### config.mk
export PLATFORM = sky130hd
export DESIGN_NAME = hzd_scoreboard
export DESIGN_NICKNAME = d
export VERILOG_FILES = /design/src/rtl/hzd_scoreboard.sv
export SDC_FILE = /design/constraint.sdc
export NUM_CORES = 1
export LEC_CHECK = 0
export BUFFER_PORTS_ARGS = -buffer_cell sky130_fd_sc_hd__buf_4
export CAP_MARGIN = 10
export CORE_ASPECT_RATIO = 2
export CORE_UTILIZATION = 25
export DETAILED_ROUTE_END_ITERATION = 8
export HOLD_SLACK_MARGIN = 0.02
export SLEW_MARGIN = 20
export SYNTH_ARGS = -nofsm -noshare
export SYNTH_HDL_FRONTEND = slang
export SYNTH_SLANG_ARGS = --single-unit
### constraint.sdc
create_clock -name clk -period 6.1 [get_ports clk]
set_clock_uncertainty 0.15 [all_clocks]
set_input_delay 0.61 -clock clk [delete_from_list [all_inputs] [get_ports clk]]
set_output_delay 0.61 -clock clk [all_outputs]
set_load 0.03 [all_outputs]
### src/rtl/hzd_scoreboard.sv
// hzd_scoreboard: shift-register scoreboard of in-flight register writers. It produces forwarding
// selects for ID, a load-use stall and a bubble count. Define HZD_R0_ZERO_EN to hardwire register 0 to zero.
module hzd_scoreboard #(
  parameter int STAGES      = 3,
  parameter int NREGS       = 16,
  parameter int LOAD_READY  = 3,
  parameter int FLUSH_DEPTH = 1
) (
  input  logic                        clk,
  input  logic                        rst,
  input  logic                        hold,
  input  logic                        flush,
  input  logic                        id_valid,
  input  logic [$clog2(NREGS)-1:0]    id_rd1,
  input  logic [$clog2(NREGS)-1:0]    id_rd2,
  input  logic                        id_rd1_en,
  input  logic                        id_rd2_en,
  input  logic [$clog2(NREGS)-1:0]    id_wr,
  input  logic                        id_wr_en,
  input  logic                        id_load,
  output logic [$clog2(STAGES+1)-1:0] fwd1,
  output logic [$clog2(STAGES+1)-1:0] fwd2,
  output logic                        stall,
  output logic [15:0]                 bubbles
);
  localparam int RW = $clog2(NREGS);
  localparam int SW = $clog2(STAGES+1);

  logic          v_reg     [1:STAGES];
  logic [RW-1:0] wr_reg    [1:STAGES];
  logic          wr_en_reg [1:STAGES];
  logic          load_reg  [1:STAGES];
  logic [15:0]   bubbles_reg;

  logic rd1_used;
  logic rd2_used;
  logic wr_keep;

`ifdef HZD_R0_ZERO_EN
  assign rd1_used = id_rd1_en & (id_rd1 != '0);
  assign rd2_used = id_rd2_en & (id_rd2 != '0);
  assign wr_keep  = (id_wr != '0);
`else
  assign rd1_used = id_rd1_en;
  assign rd2_used = id_rd2_en;
  assign wr_keep  = 1'b1;
`endif

  logic [STAGES:1] match1;
  logic [STAGES:1] match2;
  logic [STAGES:1] not_ready;
  logic [STAGES:1] kill;

  genvar gi;
  generate
    for (gi = 1; gi <= STAGES; gi++) begin : g_stage
      // A load's data cannot be forwarded until it has reached LOAD_READY.
      localparam bit EARLY = (gi < LOAD_READY);
      // A flush kills the work currently held in stages 1..FLUSH_DEPTH.
      localparam bit KILLABLE = (gi <= FLUSH_DEPTH);
      assign match1[gi]    = rd1_used & v_reg[gi] & wr_en_reg[gi] & (wr_reg[gi] == id_rd1);
      assign match2[gi]    = rd2_used & v_reg[gi] & wr_en_reg[gi] & (wr_reg[gi] == id_rd2);
      assign not_ready[gi] = load_reg[gi] & EARLY;
      assign kill[gi]      = flush & KILLABLE;
    end
  endgenerate

  logic [SW-1:0] sel1;
  logic [SW-1:0] sel2;
  logic          lu1;
  logic          lu2;

  // Scan oldest to youngest so the youngest producer overrides.
  always_comb begin
    sel1 = '0;
    sel2 = '0;
    lu1  = 1'b0;
    lu2  = 1'b0;
    for (int k = STAGES; k >= 1; k--) begin
      if (match1[k]) begin
        sel1 = SW'(k);
        lu1  = not_ready[k];
      end
      if (match2[k]) begin
        sel2 = SW'(k);
        lu2  = not_ready[k];
      end
    end
  end

  assign fwd1    = lu1 ? '0 : sel1;
  assign fwd2    = lu2 ? '0 : sel2;
  assign stall   = id_valid & (lu1 | lu2) & ~flush & ~hold;
  assign bubbles = bubbles_reg;

  always_ff @(posedge clk) begin
    if (rst) begin
      for (int k = 1; k <= STAGES; k++) begin
        v_reg[k] <= 1'b0;
      end
      bubbles_reg <= '0;
    end else if (!hold) begin
      v_reg[1]     <= id_valid & ~stall & ~flush;
      wr_reg[1]    <= id_wr;
      wr_en_reg[1] <= id_wr_en & wr_keep;
      load_reg[1]  <= id_load;
      for (int k = 2; k <= STAGES; k++) begin
        v_reg[k]     <= v_reg[k-1] & ~kill[k-1];
        wr_reg[k]    <= wr_reg[k-1];
        wr_en_reg[k] <= wr_en_reg[k-1];
        load_reg[k]  <= load_reg[k-1];
      end
      if (stall && bubbles_reg != 16'hFFFF) begin
        bubbles_reg <= bubbles_reg + 16'd1;
      end
    end
  end
endmodule

==> impl_results.md <==
- Yosys top cell area share: 32.0%
- Hold Crit Class: flop to flop
- Async SR Flop Fraction: 0%
- Iteration count of the initial detailed-routing pass: 4
- MaxCap Viol Count: 0
- Dpl ws: 3.23 ns
- Clock transition at the registers of the reported paths: 0.05 ns
- Met2 wire length: about 2400 µm
- Hpwl dp: approximately 3500 µm
- Status: finished, final reports clean
- Core area: 0.00727 mm²
- VDD IR max: 0.185 mV
- Total gr overflow: 0
- Fillers: 797
- Syn Area/Cell: 10.5 µm²
- Antenna diodes: 0
- Dominant cells by area after synthesis: edfxtp_1, dfxtp_1, xor2_1
- Post-DRT Antenna Nets: 0
- Setup crit end kind: output port
- Global-route wire length before repair: 7600 µm
- Finished Layout Cells: 316
- Die area: a little under 0.008 mm²
- Largest register FFs: 16
- Num CTS Buffers: 5
- Worst path arrival time: 2.13 ns
- Post-synth EDFFs: 20
- RSZ-0062 raised after global routing: false
- Leakage: just over 0.9 nW
- Slew Viols, Final: 0
- Met3 WL: 199 µm
- Final setup vio count: 0
- Most common cell after layout, fill and taps aside: buf_4
- Post-CTS sizing: 0
- Metal1 wirelength: 1800 µm
- Clock Root Buffer: clkbuf_16
- Total Routing Usage GR: approximately 13%
- Leading area contributor after synthesis: edfxtp_1
- Post-synth top flop: edfxtp_1
- Total Routed Length: 4590 µm
- # port buffers: 41
- Drt drc: 0
- Via count: around 1,500
- Total negative slack: 0 ns
- Worst rel slew slack: 56.8%
- Max FO, Critical Path: 20
- DR iter-0 viols: 45
- Starting Density: 25.8%
- Die Y: 124 µm
- Period minus WS final: roughly 2.9 ns
- Inst Count DP: 308
- Highest routed layer: met4
- Total setup buffers inserted after CTS: 0
- Period utilization: 47.3%
- Row count: 44
- Fin. Hold Viols: 0
- Worst-Margin Slew: 0.648 ns
- Final WS setup: 3.21 ns
- Synth Cell Area: 0.00187 mm²
- Die Span X: 63.2 µm
- Top Ports: 42
- Yosys warns: 0
- CP Data Required Time: approximately 5.3 ns
- DR WL/cell: 14.5 µm
- Clock Sinks: 36
- Fmax: about 350 MHz
- FF+latch count, synth: 36
- RePlAce Congestion: 0.762
- Vias/cell: 4.86
- Syn_nets: 200
- Library cells used by synthesis: 34
- Seq/Total Area, Yosys: 49.1%
- Vias in the first global route: between 1,500 and 2,000
- Cts hold-fix bufs: 0
- Final core utilization: 33.7%
- Clk buf depth: 2
- Cells after synthesis: roughly 180
- Worst Setup Start Kind: flop
- CTS tree: done
- Clk Latency, worst-skew pair: 0.28 ns
- Most frequent cells in the layout: buf_4, edfxtp_1, dfxtp_1, xor2_1
- Initial antenna violation count: 0
- Layout cells sized above 1: 25.9%
- Largest net degree at the start of global routing: 26
- Crit Path Class: flop to output port
- Fin nets: 245
- Area grow syn2layout: 30.5%
- H-tree Lvls: 2
- PD cells: 245 mW/mm²
[critical path, cell delays in order (launching register included)]
cell and delay (ns):
edfxtp_1 0.43, xnor2_1 0.19, nand4_1 0.15, nor4_4 0.26
a2bb2oi_1 0.27, and2_4 0.29, nor2_1 0.08, buf_4 0.17
[kinds of logic (layout without fill, tap and decap cells)]
logic type,Yosys count,after routing,synth area share [%]
xor+xnor,25,25,11.7
simple gates,79,79,25.8
fa+ha+maj,1,1,0.667
flops,36,36,49.1
buf+inv,4,50,1.20
mux,7,7,4.07
compound gates,26,26,7.41
[cells in the mapped netlist (all sizes together) (4+ instances only)]
library cell and n:
and3 8, xor2 13, and4 4, o21ai 11, nor2b 5, nand3 10
and2 4, xnor2 12, mux2 5, or3 8, nor2 11, dfxtp 16
edfxtp 20, nand2 5, nand4 11, a21oi 12
[final timing paths]
path,start,endpoint,slack (ns),depth (start not counted)
setup / recovery,wr_reg[0][4],stall,3.21,7
hold / removal,wr_en_reg[0][2],wr_en_reg[0][3],0.32,0
setup reg to reg,bubbles[0],bubbles[6],3.36,8
hold reg to reg,wr_en_reg[0][2],wr_en_reg[0][3],0.32,0
[per-stage QoR]
stage | hold WS (ns) | cell area [µm²] | total power [mW]
CTS | 0.317 | 2450 | 0.608
finish | 0.318 | 2450 | 0.600
global route | 0.322 | 2450 | 0.617
floorplan | 0.291 | 1870 | 0.293
detailed placement | 0.302 | 2280 | 0.315
global placement | 0.300 | 2280 | 0.314
[cell type report]
| cell class | count | area, µm² | area share (%) |
|---|---|---|---|
| Timing Repair Buffer | 42 | 315 | 12.9 |
| Clock buffer | 6 | 129 | 5.27 |
| Sequential cell | 36 | 921 | 37.6 |
| Clock inverter | 2 | 35.0 | 1.43 |
| Multi-Input combinational cell | 138 | 931 | 38.1 |
| Tap cell | 92 | 115 | 4.71 |
[power breakdown]
part / internal [mW] / switching (mW) / total [mW]
Clock: 0.192 / 0.0989 / 0.291
Sequential: 0.263 / 0.00557 / 0.269
Combinational: 0.0190 / 0.0210 / 0.0400
[per-layer routing]
metal / GRT usage (%) / up-vias
met4: 8.96 / 0
met2: 22.0 / 49
met3: 3.11 / 18
met1: 13.0 / 711
li1: - / 759
met5: 0 / -
(Power assumes the default switching activity.)
